## src/rtl/deppmaster_if.sv

```systemverilog
// DEPP host bus bundle: the strobe/data lines toward the peripheral plus the
// byte-stream handshake toward the local user logic.
`timescale 1ns/1ps
interface deppmaster_if;
   logic       o_astb_n;
   logic       o_dstb_n;
   logic       o_write_n;
   logic [7:0] o_depp;
   logic       o_depp_oe;
   logic [7:0] i_depp;
   logic       i_wait;
   logic       i_tx_stb;
   logic [7:0] i_tx_data;
   logic       o_tx_busy;
   logic       o_rx_stb;
   logic [6:0] o_rx_data;
   logic       o_err;

   modport master (
      output o_astb_n, o_dstb_n, o_write_n, o_depp, o_depp_oe,
      output o_tx_busy, o_rx_stb, o_rx_data, o_err,
      input  i_depp, i_wait, i_tx_stb, i_tx_data
   );

   modport slave (
      input  o_astb_n, o_dstb_n, o_write_n, o_depp, o_depp_oe,
      input  o_tx_busy, o_rx_stb, o_rx_data, o_err,
      output i_depp, i_wait, i_tx_stb, i_tx_data
   );
endinterface

```

## src/rtl/deppmaster.sv

```systemverilog
// DEPP host: writes address 0 after reset, then forwards queued bytes as
// data writes and polls the peer with data reads. Bytes read with bit 7
// clear are delivered as 7-bit receive data; bit 7 set means "nothing".
`timescale 1ns/1ps
module deppmaster #(
   parameter int SETUP_CK = 2,
   parameter int GAP_CK   = 4,
   parameter int POLL_CK  = 1000,
   parameter int TMO_CK   = 255
) (
   input  logic         i_clk,
   input  logic         i_rst_n,
   deppmaster_if.master bus
);
   localparam int            PW         = $clog2(POLL_CK + 1);
   localparam logic [15:0]   SETUP_LAST = 16'(SETUP_CK - 1);
   localparam logic [15:0]   GAP_LAST   = 16'(GAP_CK - 1);
   localparam logic [7:0]    TMO_LAST   = 8'(TMO_CK - 1);
   localparam logic [PW-1:0] POLL_INIT  = PW'(POLL_CK);

   typedef enum logic [2:0] {ADDR, SETUP, STB, REL, GAP, IDLE} state_t;
   typedef enum logic [1:0] {K_ADDR, K_WRITE, K_READ} kind_t;

   state_t        state_q;
   kind_t         kind_q;
   logic          wait_s_q, wait_q;
   logic [7:0]    depp_s_q, depp_q;
   logic [15:0]   cnt_q, cnt_d;
   logic [7:0]    tmo_q, tmo_d;
   logic [PW-1:0] poll_q, poll_d;
   logic [7:0]    rd_q;
   logic          ok_q;
   logic          astb_q, dstb_q, write_n_q, oe_q, busy_q, rx_stb_q, err_q;
   logic [7:0]    depp_o_q;
   logic [6:0]    rx_data_q;

   assign cnt_d  = cnt_q + 16'd1;
   assign tmo_d  = tmo_q + 8'd1;
   assign poll_d = (poll_q == '0) ? '0 : poll_q - PW'(1);

   assign bus.o_astb_n  = astb_q;
   assign bus.o_dstb_n  = dstb_q;
   assign bus.o_write_n = write_n_q;
   assign bus.o_depp    = depp_o_q;
   assign bus.o_depp_oe = oe_q;
   assign bus.o_tx_busy = busy_q;
   assign bus.o_rx_stb  = rx_stb_q;
   assign bus.o_rx_data = rx_data_q;
   assign bus.o_err     = err_q;

   // Bring the asynchronous wait/ack line into the clock domain.
   always_ff @(posedge i_clk or negedge i_rst_n) begin
      if (!i_rst_n) begin
         wait_s_q <= 1'b0;
         wait_q   <= 1'b0;
      end else begin
         wait_s_q <= bus.i_wait;
         wait_q   <= wait_s_q;
      end
   end

   // Bus data synchronizer; same depth as wait so data and ack line up.
   always_ff @(posedge i_clk) begin
      depp_s_q <= bus.i_depp;
      depp_q   <= depp_s_q;
   end

   // Transaction sequencer with registered bus outputs and poll timer.
   always_ff @(posedge i_clk or negedge i_rst_n) begin
      if (!i_rst_n) begin
         state_q   <= ADDR;
         kind_q    <= K_ADDR;
         cnt_q     <= '0;
         tmo_q     <= '0;
         poll_q    <= POLL_INIT;
         rd_q      <= '0;
         ok_q      <= 1'b0;
         astb_q    <= 1'b1;
         dstb_q    <= 1'b1;
         write_n_q <= 1'b1;
         depp_o_q  <= '0;
         oe_q      <= 1'b0;
         busy_q    <= 1'b1;
         rx_stb_q  <= 1'b0;
         rx_data_q <= '0;
         err_q     <= 1'b0;
      end else begin
         rx_stb_q <= 1'b0;
         err_q    <= 1'b0;
         poll_q   <= poll_d;
         case (state_q)
            ADDR: begin
               depp_o_q  <= 8'h00;
               oe_q      <= 1'b1;
               write_n_q <= 1'b0;
               kind_q    <= K_ADDR;
               cnt_q     <= '0;
               state_q   <= SETUP;
            end
            SETUP: begin
               if (cnt_q == SETUP_LAST) begin
                  if (kind_q == K_ADDR) astb_q <= 1'b0;
                  else                  dstb_q <= 1'b0;
                  tmo_q   <= '0;
                  state_q <= STB;
               end else begin
                  cnt_q <= cnt_d;
               end
            end
            STB: begin
               if (wait_q) begin
                  if (kind_q == K_READ) rd_q <= depp_q;
                  astb_q  <= 1'b1;
                  dstb_q  <= 1'b1;
                  tmo_q   <= tmo_d;
                  state_q <= REL;
               end else if (tmo_q == TMO_LAST) begin
                  // Peer never acknowledged: abandon the transfer.
                  astb_q    <= 1'b1;
                  dstb_q    <= 1'b1;
                  write_n_q <= 1'b1;
                  oe_q      <= 1'b0;
                  err_q     <= 1'b1;
                  ok_q      <= 1'b0;
                  cnt_q     <= '0;
                  state_q   <= GAP;
               end else begin
                  tmo_q <= tmo_d;
               end
            end
            REL: begin
               if (!wait_q) begin
                  write_n_q <= 1'b1;
                  oe_q      <= 1'b0;
                  ok_q      <= 1'b1;
                  cnt_q     <= '0;
                  if (kind_q == K_READ) poll_q <= POLL_INIT;
                  state_q   <= GAP;
               end else if (tmo_q == TMO_LAST) begin
                  // Peer held wait too long after the strobe rose.
                  write_n_q <= 1'b1;
                  oe_q      <= 1'b0;
                  err_q     <= 1'b1;
                  ok_q      <= 1'b0;
                  cnt_q     <= '0;
                  state_q   <= GAP;
               end else begin
                  tmo_q <= tmo_d;
               end
            end
            GAP: begin
               if (cnt_q == GAP_LAST) begin
                  if (kind_q == K_ADDR && !ok_q) begin
                     state_q <= ADDR;
                  end else begin
                     busy_q  <= 1'b0;
                     state_q <= IDLE;
                  end
                  if (kind_q == K_READ && ok_q && !rd_q[7]) begin
                     rx_stb_q  <= 1'b1;
                     rx_data_q <= rd_q[6:0];
                  end
               end else begin
                  cnt_q <= cnt_d;
               end
            end
            IDLE: begin
               if (bus.i_tx_stb && !busy_q) begin
                  depp_o_q  <= bus.i_tx_data;
                  oe_q      <= 1'b1;
                  write_n_q <= 1'b0;
                  busy_q    <= 1'b1;
                  kind_q    <= K_WRITE;
                  cnt_q     <= '0;
                  state_q   <= SETUP;
               end else if (poll_q == '0) begin
                  write_n_q <= 1'b1;
                  oe_q      <= 1'b0;
                  busy_q    <= 1'b1;
                  kind_q    <= K_READ;
                  cnt_q     <= '0;
                  state_q   <= SETUP;
               end
            end
            default: state_q <= ADDR;
         endcase
      end
   end
endmodule

```

## src/flat_wrapper.sv

```systemverilog
// flat-port wrapper written by rule: the top's interface ports become plain ports
module deppmaster_flat 
#(
   parameter int SETUP_CK = 2,
   parameter int GAP_CK   = 4,
   parameter int POLL_CK  = 1000,
   parameter int TMO_CK   = 255
)
  (i_clk, i_rst_n, bus_o_astb_n, bus_o_dstb_n, bus_o_write_n, bus_o_depp, bus_o_depp_oe, bus_o_tx_busy, bus_o_rx_stb, bus_o_rx_data, bus_o_err, bus_i_depp, bus_i_wait, bus_i_tx_stb, bus_i_tx_data);
  deppmaster_if bus_i ();
  input  logic i_clk;
  input  logic i_rst_n;
  output wire logic [$bits(bus_i.o_astb_n)-1:0] bus_o_astb_n;
  output wire logic [$bits(bus_i.o_dstb_n)-1:0] bus_o_dstb_n;
  output wire logic [$bits(bus_i.o_write_n)-1:0] bus_o_write_n;
  output wire logic [$bits(bus_i.o_depp)-1:0] bus_o_depp;
  output wire logic [$bits(bus_i.o_depp_oe)-1:0] bus_o_depp_oe;
  output wire logic [$bits(bus_i.o_tx_busy)-1:0] bus_o_tx_busy;
  output wire logic [$bits(bus_i.o_rx_stb)-1:0] bus_o_rx_stb;
  output wire logic [$bits(bus_i.o_rx_data)-1:0] bus_o_rx_data;
  output wire logic [$bits(bus_i.o_err)-1:0] bus_o_err;
  input wire logic [$bits(bus_i.i_depp)-1:0] bus_i_depp;
  input wire logic [$bits(bus_i.i_wait)-1:0] bus_i_wait;
  input wire logic [$bits(bus_i.i_tx_stb)-1:0] bus_i_tx_stb;
  input wire logic [$bits(bus_i.i_tx_data)-1:0] bus_i_tx_data;
  assign bus_o_astb_n = bus_i.o_astb_n;
  assign bus_o_dstb_n = bus_i.o_dstb_n;
  assign bus_o_write_n = bus_i.o_write_n;
  assign bus_o_depp = bus_i.o_depp;
  assign bus_o_depp_oe = bus_i.o_depp_oe;
  assign bus_o_tx_busy = bus_i.o_tx_busy;
  assign bus_o_rx_stb = bus_i.o_rx_stb;
  assign bus_o_rx_data = bus_i.o_rx_data;
  assign bus_o_err = bus_i.o_err;
  assign bus_i.i_depp = bus_i_depp;
  assign bus_i.i_wait = bus_i_wait;
  assign bus_i.i_tx_stb = bus_i_tx_stb;
  assign bus_i.i_tx_data = bus_i_tx_data;
  deppmaster #(.SETUP_CK(SETUP_CK), .GAP_CK(GAP_CK), .POLL_CK(POLL_CK), .TMO_CK(TMO_CK)) u_core (.i_clk(i_clk), .i_rst_n(i_rst_n), .bus(bus_i));
endmodule
```

## config.mk

```make
export PLATFORM = sky130hd
export DESIGN_NAME = deppmaster_flat
export DESIGN_NICKNAME = d
export VERILOG_FILES = /design/src/rtl/deppmaster_if.sv /design/src/rtl/deppmaster.sv /design/src/flat_wrapper.sv
export SDC_FILE = /design/constraint.sdc
export NUM_CORES = 1
export LEC_CHECK = 0
export ABC_AREA = 1
export CAP_MARGIN = 20
export CORE_MARGIN = 8
export CORE_UTILIZATION = 42
export CTS_BUF_LIST = sky130_fd_sc_hd__clkbuf_8
export CTS_CLUSTER_SIZE = 25
export DETAILED_ROUTE_END_ITERATION = 6
export HOLD_SLACK_MARGIN = 0.05
export MAX_ROUTING_LAYER = met4
export PLACE_DENSITY = 0.72
export SYNTH_ARGS = -nofsm -noshare
export SYNTH_HDL_FRONTEND = slang
export SYNTH_SLANG_ARGS = --single-unit
```

## constraint.sdc

```tcl
create_clock -name i_clk -period 1.62 [get_ports i_clk]
set_input_delay 0.162 -clock i_clk [delete_from_list [all_inputs] [get_ports i_clk]]
set_output_delay 0.162 -clock i_clk [all_outputs]
set_load 0.01 [all_outputs]
```

Yosys cells after proc, flatten, opt, wreduce, memory -nomap -nowiden. Index checks and enable logic that the tools add are counted.

$add $sub $neg: 3. Equality and inequality tests: 21. Mux-type cells: 66. Reductions and logical operators: 29.

Operators with widths (number): $mux W16 (7); $pmux W16 S6 (1); $mux W10 (4); $mux W8 (5); $mux W1 (28); $mux W3 (8); $pmux W8 S3 (1); $pmux W3 S6 (1); $add A16 B1 Y16 const B (1); $eq A16 B1 Y1 const B (1); $eq A16 B2 Y1 const B (1); $pmux W8 S2 (1); $reduce_and A3 Y1 (5); $reduce_and A4 Y1 (3); $logic_not A10 Y1 (1); $ne A2 B1 Y1 const B (5); $ne A2 B2 Y1 const B (5); $pmux W1 S2 (5); $sub A10 B1 Y10 const B (1); $add A8 B1 Y8 const B (1); $eq A8 B8 Y1 const B (1); $pmux W1 S4 (2); $reduce_bool A2 Y1 (4); $eq A3 B2 Y1 const B (2); other kinds (15) (25).

Register bits: 88. Input port bits: 20. Output and inout port bits: 22. Logic and storage cells: 139.

Depth between registers and ports, before layout.
Word-level depth: 6. Gate-level depth with buffers: 12. Gate-level depth less buffers: 11.

Worst setup path after synthesis. OpenSTA, ideal clock, no wires.

Kind: reg-to-reg. From: register u_core.poll_q[0]. To: register u_core.cnt_q[11]. Data arrival time: 1527 ps. Path slack: -24 ps. Stages on the path, launching flop included: 11. Clock period less this slack: 1644 ps. Cells stage by stage: dfrtp_1 -> inv_1 -> ha_1 -> nand2_1 -> nor2_1 -> nand2_1 -> nand2_1 -> nand4_2 -> buf_6 -> nand2_1 -> nand2_1.

Word-level cells in the longest chain between the ends: 3.

Ends and longest elaborated chain: from (decl) (RTL line deppmaster.sv:30) `logic [PW-1:0] poll_q, poll_d;`; from (signal assigned) (RTL line deppmaster.sv:90) `poll_q <= poll_d;`; $logic_not A10 Y1 (RTL line deppmaster.sv:176) `end else if (poll_q == '0) begin`; $ne A3 B1 Y1 (no source line); $reduce_and A5 Y1 (no source line); to (signal assigned) (RTL line deppmaster.sv:107) `cnt_q <= cnt_d;`; to (signal assigned) (RTL line deppmaster.sv:164) `cnt_q <= cnt_d;`; to (decl) (RTL line deppmaster.sv:28) `logic [15:0] cnt_q, cnt_d;`.

No other way between the ends. A chain may end at the register's enable or synchronous reset.

Worst setup path after layout.
From: register u_core.tmo_q[0]. To: register u_core.write_n_q, in the netlist u_core.bus.o_write_n.

Word-level cells in the longest chain between the ends: 4. Elaborated cells on any way between the ends: 5. Those cells by class: eq/ne (1); mux (4).

Ends and longest elaborated chain: from (decl) (RTL line deppmaster.sv:29) `logic [7:0] tmo_q, tmo_d;`; from (signal assigned) (RTL line deppmaster.sv:115) `tmo_q <= tmo_d;`; from (signal assigned) (RTL line deppmaster.sv:128) `tmo_q <= tmo_d;`; from (signal assigned) (RTL line deppmaster.sv:148) `tmo_q <= tmo_d;`; $eq A8 B8 Y1 * (RTL line deppmaster.sv:117, deppmaster.sv:139); $mux W1 *; $mux W1, on equally long branches; $pmux W1 S4 *; to (signal assigned) (RTL line deppmaster.sv:121) `write_n_q <= 1'b1;`; to (signal assigned) (RTL line deppmaster.sv:133) `write_n_q <= 1'b1;`; to (signal assigned) (RTL line deppmaster.sv:141) `write_n_q <= 1'b1;`; to (decl) (RTL line deppmaster.sv:33) `logic astb_q, dstb_q, write_n_q, oe_q, busy_q, rx_stb_q, err_q;`.

Mark *: on every way between the ends. The rest lies on a longest branch, timed or not. The select of a mux whose other input is x is not followed.

==> results.tsv <==
stage	metric	value	unit
worst_setup_path	startpoint_type	flip-flop	
flow_run	cap_violations	0	
sta	layout_setup_ws	-23.1	ps
logic_synthesis	ys_ff_latch	88	
route	wl_met2	5.86	mm
logic_synthesis	synth_fa_ha_area_share	1.42	%
worst_setup_path	worstPathMaxFanout	5	
cts	cts_tree	yes	
global_routing	antenna_found_initial	0	
worst_setup_path	max_stage_delay	390	ps
global_routing	grt_pass1_vias	4105	
floorplan	initial_core_util	42.9	%
logic_synthesis	synth-xor-area-share	1.79	%
logic_synthesis	yosysTopAreaCell	dfrtp_1	
floorplan	die_h	118	um
route	drc	0	
route	top_layer	met4	
logic_synthesis	synthMuxAreaShare	2.04	%
global_routing	grt_max_degree	73	
cts	cts_buffers	9	
logic_synthesis	synth_area_leaders	dfrtp_1, nand2_1, nand3_1, dfxtp_1, dfstp_2	
sta	fin_skew	13.8	ps
worst_setup_path	cp-end-kind	flip-flop	
logic_synthesis	yosysWarnings	0	
worst_setup_path	critPathKind	flip-flop to flip-flop	
floorplan	rows	37	
sta	hold_violations	0	
route	wl_per_cell	14.4	um
sta	min_period	1640	ps
route	met3WireLength	539	um
power_and_ir_drop	irDropWorstVdd	0.000803	V
layout	area_growth	34.3	%
logic_synthesis	avgSynthCellArea	7.68	um^2
global_routing	grt_pass1_wl	19.1	mm
floorplan	io_pins	42	
route	finalWirelength	11.8	mm
route	first_pass_iters	5	
logic_synthesis	synth-seq-area-share	48.4	%
floorplan	fp.dieW	118	um
route	drtAntennaViolNets	0	
worst_setup_path	slowest_stage	dfrtp_1	
cts	clockBufferDepth	2	
layout	antenna_cells	0	
worst_setup_path	required	1900	ps
sta	worst_slew_pin_slew	398	ps
layout	finalNetCount	701	
sta	slew_viol_final	0	
worst_setup_path	worst-path-buf-inv	2	
placement	pre_cts_slack	-51.4	ps
global_routing	gr-total-overflow	0	
status	violations	negative setup slack	
logic_synthesis	synth_compound_area_share	5.65	%
route	wl_met1	5.22	mm
logic_synthesis	ys_types	34	
logic_synthesis	synthCells	574	
cts	cts_sinks	88	
power_and_ir_drop	leakage	2.92	nW
worst_setup_path	cp_cell_sequence	inv_1, ha_2, nand2_2, nor2_4, nand2_4, buf_6, nand2_1, a21oi_1, a22oi_1	
sta	max_clock_freq	609	MHz
status	status	finished with violations	
cts	clk_latency	360	ps
logic_synthesis	synth_top_family_by_area	simple AND/OR/NAND/NOR gates	
placement	hpwl	7.73	mm
cts	clk_pin_slew	110	ps
power_and_ir_drop	p_per_area	1390	nW/um^2
placement	place.port_buffers	41	
sta	rsz0062_at_grt	yes	
sta	period_share	101	%
route	num_vias	4228	
power_and_ir_drop	p_total	8.21	mW
route	drt_iter0_drc	343	
worst_setup_path	cp_top_family	simple AND/OR/NAND/NOR gates	
hold_path	min_path_type	input pin to flip-flop	
cts	root_buffer	clkbuf_8	
logic_synthesis	synth_nets	599	
route	viasPerCell	5.18	
sta	relSlewSlack	73.2	%
logic_synthesis	yosys.area.top_type_share	35.2	%
worst_setup_path	arrival	1930	ps
layout	layout-drive-gt1-share	24.7	%
layout	fin_area	5920	um^2
cts	htreeDepth	3	
floorplan	die-area	14000	um^2
global_routing	track_usage	16.7	%
placement	placed_area	5360	um^2
sta	setup_viol	1	
logic_synthesis	syn_area	4410	um^2
logic_synthesis	synthSimpleGateAreaFrac	34.3	%
floorplan	coreArea	10300	um^2
placement	globalplace.congestion	0.913	
## cell usage after synthesis (all sizes together)
cell	n
a21oi	13
a22oi	3
buf	13
clkbuf	5
dfrtp	62
dfstp	10
dfxtp	16
ha	5
inv	50
mux2	8
nand2	199
nand3	66
nand3b	1
nand4	18
nor2	59
nor3	6
o211ai	2
o21ai	24
o21bai	3
or2	2
xnor2	5
xor2	4
## routing by layer
layer	vias to the layer above	global-route usage (%)
li1	2058	-
met1	2022	20.4
met2	131	27.9
met3	17	2.43
met4	0	5.30
met5	-	-
## state kept, by name (all words and copies together) (netlist names), 2 cells and up
signal	count
u_core.cnt_q	16
u_core.poll_q	10
u_core.bus.o_depp	8
u_core.depp_q	8
u_core.depp_s_q	8
u_core.rd_q	8
u_core.tmo_q	8
u_core.bus.o_rx_data	7
u_core.state_q	3
u_core.kind_q	2
## cell families after synthesis
family / count (synthesis)
compound gates: 45
xor+xnor: 9
fa+ha+maj: 5
buf+inv: 68
flops: 88
mux: 8
simple gates: 351
## power by group
part | leakage (nW) | switching, mW | internal (mW)
Combinational | 1.76 | 2.13 | 1.47
Clock | 0.0970 | 0.915 | 0.606
Sequential | 1.07 | 0.365 | 2.73
Total | 2.92 | 3.41 | 4.81
## final timing paths
check                                            end               start  cells past startpoint  slack, ps
worst min-delay path              u_core.depp_s_q[4]       bus_i_depp[4]                      1        240
min in group asynchronous            u_core.cnt_q[6]             i_rst_n                      3        350
max in group asynchronous        u_core.bus.o_dstb_n             i_rst_n                      3        910
worst max register to register  u_core.bus.o_write_n     u_core.tmo_q[0]                      9        -20
worst min register to register      u_core.depp_q[4]  u_core.depp_s_q[4]                      0        330
worst max-delay path            u_core.bus.o_write_n     u_core.tmo_q[0]                      9        -20
## through the flow
step | util (%) | hold slack, ps | TNS, ps | instances
after CTS | 54.9 | 228 | -11.4 | 809
after detailed placement | 52.2 | 230 | -709 | 788
after global placement | 52.2 | 223 | -293 | 788
final | 57.6 | 239 | -23.1 | 817
after floorplan | - | -134 | 0 | 574
after global routing | 57.6 | 229 | -961 | 817
## final cells by class
type / count / area (um^2)
fill: 895 / 4350
multi-input combinational: 419 / 2230
sequential: 88 / 2140
timing repair buffer: 108 / 1000
inverter: 50 / 188
tap: 136 / 170
clock buffer: 9 / 124
clock inverter: 7 / 72.6
## what timing repair did
item                       in CTS  in global routing
setup endpoints to repair      25                 61
gates cloned                    1                  1
hold endpoints to repair       62                  0
hold buffers                    1                  0
pin swaps                       2                 23
gates resized for setup        12                 64
buffers inserted                3                  8
## cells in the final DEF (no fill, tap or decap), types with 3 or more instances in the layout
cell and n:
a21oi_1 10, inv_2 12, nor2_2 10, inv_1 38, nand2_4 6, nor2_1 39
dfxtp_1 16, dfrtp_1 58, nor2_4 10, nand4_1 17, buf_12 5, nand3_1 63
o21ai_0 20, xor2_1 4, xnor2_1 5, buf_4 57, a22oi_1 3, o21bai_1 3
o21ai_1 4, dlygate4sd2_1 4, mux2_2 6, dfstp_2 10, clkbuf_8 9, nand2_2 11
dfrtp_2 4, nor3_1 3, clkdlybuf4s50_1 36, nand2_1 182, nand3_2 3
Note: power is estimated with default switching activity, not from simulation.
